**src/rtl/cpu_seq_ctrl.sv**
```systemverilog
// Multi-cycle IF/ID/EX/MEM/WB sequencer for the R/I/J datapath: decodes IR in ID,
// latches the instruction class and drives latch enables, memory strobes and mux selects.
module cpu_seq_ctrl #(
    parameter int CNT_W = 32
) (
    input  logic             clk,
    input  logic             rst,
    input  logic [31:0]      IR,
    input  logic             zero,
    input  logic             mem_ready,
    output logic             pc_en,
    output logic             ir_en,
    output logic             ab_en,
    output logic             aluo_en,
    output logic             lmd_en,
    output logic [1:0]       pc_src,
    output logic [1:0]       alu_src_b,
    output logic [2:0]       alu_op,
    output logic             mem_read,
    output logic             mem_write,
    output logic             wb_en,
    output logic [2:0]       stage,
    output logic             retire,
    output logic             illegal,
    output logic [CNT_W-1:0] retired_cnt
);

    typedef enum logic [2:0] {
        S_IF  = 3'd0,
        S_ID  = 3'd1,
        S_EX  = 3'd2,
        S_MEM = 3'd3,
        S_WB  = 3'd4
    } state_t;

    typedef enum logic [2:0] {
        C_ALU,
        C_LW,
        C_SW,
        C_BEQ,
        C_J,
        C_ILL
    } cls_t;

    state_t           state_q, state_d;
    cls_t             cls_q, dec_cls;
    logic [2:0]       aluop_q, dec_aluop;
    logic [1:0]       srcb_q, dec_srcb;
    logic [CNT_W-1:0] cnt_q, cnt_d;

    // The all-zero word is the only R-type with funct 000000 that is accepted (NOP).
    always_comb begin
        dec_cls   = C_ILL;
        dec_aluop = 3'd0;
        dec_srcb  = 2'd0;
        case (IR[31:26])
            6'b000000: begin
                case (IR[5:0])
                    6'b100000: begin dec_cls = C_ALU; dec_aluop = 3'd0; end
                    6'b100010: begin dec_cls = C_ALU; dec_aluop = 3'd1; end
                    6'b100100: begin dec_cls = C_ALU; dec_aluop = 3'd2; end
                    6'b100101: begin dec_cls = C_ALU; dec_aluop = 3'd3; end
                    6'b101010: begin dec_cls = C_ALU; dec_aluop = 3'd4; end
                    6'b000000: begin
                        if (IR == 32'd0) begin
                            dec_cls = C_ALU;
                        end
                    end
                    default: dec_cls = C_ILL;
                endcase
            end
            6'b001000: begin dec_cls = C_ALU; dec_aluop = 3'd0; dec_srcb = 2'd1; end
            6'b001100: begin dec_cls = C_ALU; dec_aluop = 3'd2; dec_srcb = 2'd2; end
            6'b001101: begin dec_cls = C_ALU; dec_aluop = 3'd3; dec_srcb = 2'd2; end
            6'b100011: begin dec_cls = C_LW;  dec_aluop = 3'd0; dec_srcb = 2'd1; end
            6'b101011: begin dec_cls = C_SW;  dec_aluop = 3'd0; dec_srcb = 2'd1; end
            6'b000100: begin dec_cls = C_BEQ; dec_aluop = 3'd1; dec_srcb = 2'd0; end
            6'b000010: begin dec_cls = C_J; end
            default:   dec_cls = C_ILL;
        endcase
    end

    always_comb begin
        state_d = state_q;
        case (state_q)
            S_IF:  if (mem_ready) state_d = S_ID;
            S_ID:  state_d = (dec_cls == C_ILL) ? S_IF : S_EX;
            S_EX: begin
                case (cls_q)
                    C_LW, C_SW:  state_d = S_MEM;
                    C_ALU:       state_d = S_WB;
                    default:     state_d = S_IF;
                endcase
            end
            S_MEM: if (mem_ready) state_d = (cls_q == C_LW) ? S_WB : S_IF;
            S_WB:  state_d = S_IF;
            default: state_d = S_IF;
        endcase
    end

    assign cnt_d = retire ? cnt_q + CNT_W'(1) : cnt_q;

    always_ff @(posedge clk) begin
        if (rst) begin
            state_q <= S_IF;
            cls_q   <= C_ILL;
            aluop_q <= 3'd0;
            srcb_q  <= 2'd0;
            cnt_q   <= '0;
        end else begin
            state_q <= state_d;
            cnt_q   <= cnt_d;
            if (state_q == S_ID) begin
                cls_q   <= dec_cls;
                aluop_q <= dec_aluop;
                srcb_q  <= dec_srcb;
            end
        end
    end

    // Outputs are forced low for the whole time rst is high, so an abandoned store never strobes.
    always_comb begin
        pc_en       = 1'b0;
        ir_en       = 1'b0;
        ab_en       = 1'b0;
        aluo_en     = 1'b0;
        lmd_en      = 1'b0;
        pc_src      = 2'd0;
        alu_src_b   = 2'd0;
        alu_op      = 3'd0;
        mem_read    = 1'b0;
        mem_write   = 1'b0;
        wb_en       = 1'b0;
        retire      = 1'b0;
        illegal     = 1'b0;
        stage       = rst ? 3'd0 : state_q;
        retired_cnt = rst ? '0 : cnt_q;
        if (!rst) begin
            case (state_q)
                S_IF: begin
                    mem_read = 1'b1;
                    ir_en    = mem_ready;
                    pc_en    = mem_ready;
                end
                S_ID: begin
                    ab_en   = 1'b1;
                    illegal = (dec_cls == C_ILL);
                end
                S_EX: begin
                    aluo_en   = 1'b1;
                    alu_op    = aluop_q;
                    alu_src_b = srcb_q;
                    if (cls_q == C_BEQ) begin
                        pc_src = 2'd1;
                        pc_en  = zero;
                        retire = 1'b1;
                    end else if (cls_q == C_J) begin
                        pc_src = 2'd2;
                        pc_en  = 1'b1;
                        retire = 1'b1;
                    end
                end
                S_MEM: begin
                    if (cls_q == C_LW) begin
                        mem_read = 1'b1;
                        lmd_en   = mem_ready;
                    end else begin
                        mem_write = 1'b1;
                        retire    = mem_ready;
                    end
                end
                S_WB: begin
                    wb_en  = 1'b1;
                    retire = 1'b1;
                end
                default: ;
            endcase
        end
    end

endmodule

```
**config.mk**
```make
export PLATFORM = sky130hd
export DESIGN_NAME = cpu_seq_ctrl
export DESIGN_NICKNAME = d
export VERILOG_FILES = /design/src/rtl/cpu_seq_ctrl.sv
export SDC_FILE = /design/constraint.sdc
export NUM_CORES = 1
export LEC_CHECK = 0
export ABC_AREA = 1
export CORE_ASPECT_RATIO = 2
export CORE_MARGIN = 1
export CORE_UTILIZATION = 48
export DETAILED_ROUTE_END_ITERATION = 8
export GPL_TIMING_DRIVEN = 0
export PLACE_DENSITY = 0.91
export SLEW_MARGIN = 15
export SYNTH_ARGS = -nofsm -noshare
export SYNTH_HDL_FRONTEND = slang
export SYNTH_SLANG_ARGS = --single-unit
```
**constraint.sdc**
```tcl
create_clock -name clk -period 2.1 [get_ports clk]
set_clock_uncertainty 0.05 [all_clocks]
set_input_delay 0.42 -clock clk [delete_from_list [all_inputs] [get_ports clk]]
set_output_delay 0.42 -clock clk [all_outputs]
set_load 0.005 [all_outputs]
```
### Word level (Yosys, flattened, before mapping)

Cells that the tools add are included.
W data, S select, Z words.

| storage, ports and cells | value |
|---|---|
| register bits after elaboration | 43 |
| input bits | 36 |
| output and inout bits | 52 |
| word-level logic and storage cells | 89 |

| operators by class | value |
|---|---|
| $add $sub $neg | 1 |
| eq/ne operators | 23 |
| mux-type cells | 49 |
| reduce and logical (&&, ||, !) cells | 11 |

Operator list:

| operator | number |
|---|---|
| $eq A6 B6 Y1 const B | 7 |
| $pmux W3 S4 | 3 |
| $add A32 B1 Y32 const B | 1 |
| $logic_not A32 Y1 | 1 |
| $mux W32 | 1 |
| $mux W1 | 24 |
| $mux W3 | 7 |
| $eq A6 B4 Y1 const B | 3 |
| $pmux W3 S6 | 1 |
| $mux W2 | 7 |
| $eq A3 B2 Y1 const B | 4 |
| $logic_not A6 Y1 | 2 |
| $pmux W3 S2 | 2 |
| $eq A3 B3 Y1 const B | 3 |
| $eq A3 B1 Y1 const B | 2 |
| $eq A6 B2 Y1 const B | 1 |
| $eq A6 B3 Y1 const B | 1 |
| $logic_not A3 Y1 | 2 |
| $reduce_or A3 Y1 | 2 |
| $reduce_or A5 Y1 | 1 |
| $ne A2 B2 Y1 const B | 2 |
| $pmux W1 S2 | 2 |
| $pmux W2 S2 | 1 |
| $reduce_or A2 Y1 | 2 |
| 2 further kinds | 2 |

### Depth between registers and ports, before layout

| depth | value |
|---|---|
| depth after elaboration | 7 |
| gate-level depth with buffers | 13 |
| gate-level depth less buffers | 13 |

### Least setup slack after synthesis

OpenSTA, ideal clock, no wires.

| timing | value |
|---|---|
| kind | input port to output port |
| start | input IR[31] |
| end | output illegal |
| data arrival time | 1408 ps |
| data required time | 1630 ps |
| slack | 222 ps |
| stages on the path | 7 |
| path buffers | 0 |
| cell sequence | nor2_1 > nand3_1 > nor2_1 > nand2_1 > nand3_1 > nand2_1 > nor3_1 |

| on the way | value |
|---|---|
| word-level cells in the longest chain between the ends | 7 |
| elaborated cells on any way between the ends | 16 |
| those cells by class | eq/ne: 8; mux: 5; reduce/logical: 3 |

Ends and longest elaborated chain:

| item | line | source |
|---|---|---|
| start, declared | 8 | `input logic [31:0] IR,` |
| $logic_not A32 Y1 | 65 | `if (IR == 32'd0) begin` |
| $mux W3 | 65 |  |
| $pmux W3 S2 | 58 | `case (IR[5:0])` |
| $pmux W3 S6 * | 56 | `case (IR[31:26])` |
| $eq A3 B3 Y1 * | 147 | `illegal = (dec_cls == C_ILL);` |
| $mux W1 * | 139 | `case (state_q)` |
| $mux W1 * | 138 | `if (!rst) begin` |
| end, declared | 24 | `output logic illegal,` |

Every way passes the cells marked *; elsewhere a longest branch is shown, timed or not.

### Worst setup path in the final report

| timing | value |
|---|---|
| start | input IR[5] |
| end | output illegal |

| on the way | value |
|---|---|
| word-level cells in the longest chain between the ends | 7 |
| elaborated cells on any way between the ends | 14 |
| those cells by class | eq/ne: 6; mux: 5; reduce/logical: 3 |

Ends and longest elaborated chain:

| item | line |
|---|---|
| $logic_not A32 Y1 or $eq A6 B6 Y1 (tied branches) | 65, 58 |
| $mux W3 or $reduce_or A5 Y1 (tied branches) | - |
| $pmux W3 S2 * | 58 |
| $pmux W3 S6 * | 56 |
| $eq A3 B3 Y1 * | 147 |
| $mux W1 * | 139 |
| $mux W1 * | 138 |

Marked as above.

==> results.md <==
- Run status: finished, violations left
- Failing checks: setup timing
- Routed via count: between 3k and 4k
- Count of cell types in the netlist: 33
- Relative max-transition margin: roughly 60%
- Vias in the first global route: about 3.7k
- Number of DRC violations after detailed routing: 0
- Leakage: 2.126 nW
- Total congestion overflow after global routing: 0
- Top post-synthesis cells by count: nand2_1 (123), nor2_1 (112), inv_1 (79)
- Number of buffers between clock root and the deepest sink: 2
- Total of hold buffers inserted after clock tree synthesis: 0
- Most used standard cell by instance count after synthesis: nand2_1
- Overall die width: about 58 um
- First-pass GRT wire length: between 15 and 20 mm
- Total internal power: 1.449 mW
- Routed wire length per instance: about 15 um
- Switching power: slightly above 0.5 mW
- Setup repair after global routing missed its margin: true
- Antenna cell count: 0
- M2 GR Usage: 63.14%
- Clock slew seen by the registers of the worst setup and hold paths: about 0.060 ns
- CP max stage cell: dlygate4sd2_1
- Total power per unit cell area: 433.6 nW/um^2
- Proportion of netlist area held by the largest area contributor: 28.30%
- Pin count of the biggest net entering global routing: 14
- Combinational share of power: 14.1%
- Proportion of power drawn by flip-flops and latches: about 43%
- Post-layout power: 1.965 mW
- Layout overhead on the synthesized area: 49.03%
- Number of maximum-capacitance constraint violations: 0
- Yosys warning count: 0
- Most used flip-flop cell after synthesis: dfxtp_1
- Total global-route track usage: 32.98%
- Effective utilization at floorplan: roughly 50%
- Number of I/O pins: just under 90
- Row cnt: 40
- Startpoint type of the worst setup path: primary input
- Achievable frequency: ~0.46 GHz
- Initial DRT Pass Iterations: 5
- Cell at the root of the clock tree: clkbuf_16
- Min-Delay Path Class: register to register
- Top cell type by total area after synthesis: dfxtp_1
- TritonCTS clock tree: built
- Data required time at the worst endpoint: 1.63 ns
- Number of synthesized register bits: 43
- Post-layout worst setup margin: -0.08738 ns
- Share of total power in the clock network: 43.1%
- Most used routing layer in global routing: met2
- Family of cells with the greatest summed delay on the critical path: simple AND/OR/NAND/NOR gates
- Number of input and output port buffers inserted: 86
- Portion of the clock cycle consumed by the worst path in the final layout: 104.2%
- Time the final worst path needs with I/O delays and setup: between 2 and 2.5 ns
- Synthesized area per cell: 5.772 um^2
- Net count after synthesis: 564
- Number of H-tree levels: 2
- Count of placed standard cells including taps: roughly 700
- Type of the worst setup path: primary input to output port
- Clock tree sinks: 43
- Ordered list of cells on the worst path: dlygate4sd2_1, inv_1, nor2_2, nand3_2, nand3_2, nor2_4, nand2_2, nand2_2, nand2_2, nor3_2, buf_2
- Critical path buffer and inverter count: 3
- Number of standard cells in the final layout excluding fillers: just over 700
- Post-route ant nets: 0
- Total Nets Final: 672
- Later-pin clock latency in the skew report: ~0.3 ns
- Number of failing hold endpoints at the final stage: 0
- Die Span Y: 114.6 um
- Signal arrival time at the worst endpoint: 1.72 ns
- Die Area: 6679 um^2
- Wire length after detailed routing: roughly 11 mm
- Post-synthesis cell area: between 3000 and 4000 um^2
- Share of flip-flops with an asynchronous set or reset after synthesis: 0%
- Sequential element share of the synthesized area: between 20% and 30%
- Share of cells above drive strength 1: between 10% and 20%
- Routed vias/inst: roughly 5.4
- Setup crit end kind: output port
- Global placement routability congestion: just over 1
- Largest stage delay on the critical path: 0.26 ns
- Met1 Track Usage GR: between 20% and 30%
- Transition time at the pin with the least slew margin: ~0.60 ns
- Final-report max-slew violation count: 0
- Synthesized netlist cell count: ~530
- Peak fanout along the critical path: 3
- Half-perimeter wire length after placement: between 7 and 8 mm
- Number of buffers created by CTS: 5
- Synth area leaders: dfxtp_1 (28%), nand2_1 (15%), nor2_1 (14%)
- Met3 GRT Util: 5.311%
- Number of flops mapped to enable cells by yosys: 0
- Core Area: 6056 um^2
- Worst vdd ir: roughly 590 uV
- Number of antenna violations at the first check in global routing: 0
- Initial DRC Count: 220
- Cell repeated most along the worst path: nand2_2
- Setup-failing EPs final: 1
- Switching Fraction: 26.28%
## through the flow
stage	setup WS [ns]	cell area [um^2]	TNS, ns	util, %	hold slack (ns)
2_1_floorplan	0.2221	3042	0	-	0.3905
5_1_grt	-0.1728	4533	-0.2412	74.86	0.4336
6_report	-0.08738	4533	-0.08738	74.86	0.4217
4_1_cts	-0.2177	4327	-1.029	71.45	0.4240
3_3_place_gp	-1.030	4008	-11.12	66.18	0.4032
3_5_place_dp	-1.038	4008	-11.50	66.18	0.4132
## layout by cell type, fill, tap and decap left out, drive strengths merged
cell	n
nand2	124
nor2	113
inv	81
dfxtp	43
clkdlybuf4s50	37
dlymetal6s2s	33
nand3	33
nor3	33
a21oi	31
clkbuf	23
buf	22
o21ai	17
xor2	14
nand4	9
dlygate4sd2	6
nor3b	3
o211ai	2
a31oi	2
o21a	2
clkinv	1
and2	1
o22ai	1
a21o	1
a211oi	1
ha	1
clkinvlp	1
clkdlybuf4s15	1
## state kept, by name, indices dropped and copies added, names as in the netlist
signal / cells
cnt_q: 32
srcb_q: 2
state_q: 3
cls_q: 3
aluop_q: 3
## final cells by class
cell class,instances,area [um^2]
multi-input combinational,388,1984
fill,486,1523
timing repair buffer,102,1011
sequential,43,872.1
inverter,82,319.1
clock buffer,7,152.6
tap,84,105.1
buffer,13,81.33
clock inverter,1,7.507
## path summary, 6_finish.rpt
| path | depth (start not counted) | slack, ns | from | to |
|---|---|---|---|---|
| setup / recovery | 11 | -0.09 | IR[5] | illegal |
| hold / removal | 2 | 0.42 | cnt_q[31] | cnt_q[31] |
| setup reg to reg | 10 | 0.09 | state_q[2] | cnt_q[19] |
| hold reg to reg | 2 | 0.42 | cnt_q[31] | cnt_q[31] |
## timing repair
item                                    4_1_cts  5_1_grt
setup buffers                                 7        9
pin swaps                                    12       31
endpoints found under the setup margin       50       38
gates resized for setup                      61       85
## cells by family after synthesis
logic type | Yosys count | share of synthesized area (%)
AND/OR/NAND/NOR | 316 | 44.88
AO/OA/AOI/OAI | 57 | 9.996
flip-flops | 43 | 28.30
adder cells (fa/ha/maj) | 1 | 0.4113
buffers and inverters | 96 | 12.38
XOR/XNOR | 14 | 4.031
## power by group through the flow
stage | Sequential [mW] | Combinational, mW | Clock [mW]
floorplan | 0.855 | 0.112 | 0
global placement | 0.856 | 0.227 | 0
detailed placement | 0.857 | 0.234 | 0
CTS | 0.839 | 0.252 | 0.846
global route | 0.841 | 0.301 | 0.878
finish | 0.841 | 0.277 | 0.847
## routing by layer
layer / part of all wire, % / wire [um]
met1: 32 / 3504
met2: 56 / 6245
met3: 4.3 / 481
met4: 7.9 / 880
met5: 0 / 0
## worst min-delay path, cell delays in order (launching register included)
cell     delay [ns]
dfxtp_1        0.31
nand2_1        0.06
a21oi_1        0.06
No activity file was read; power rests on OpenSTA's default activity.
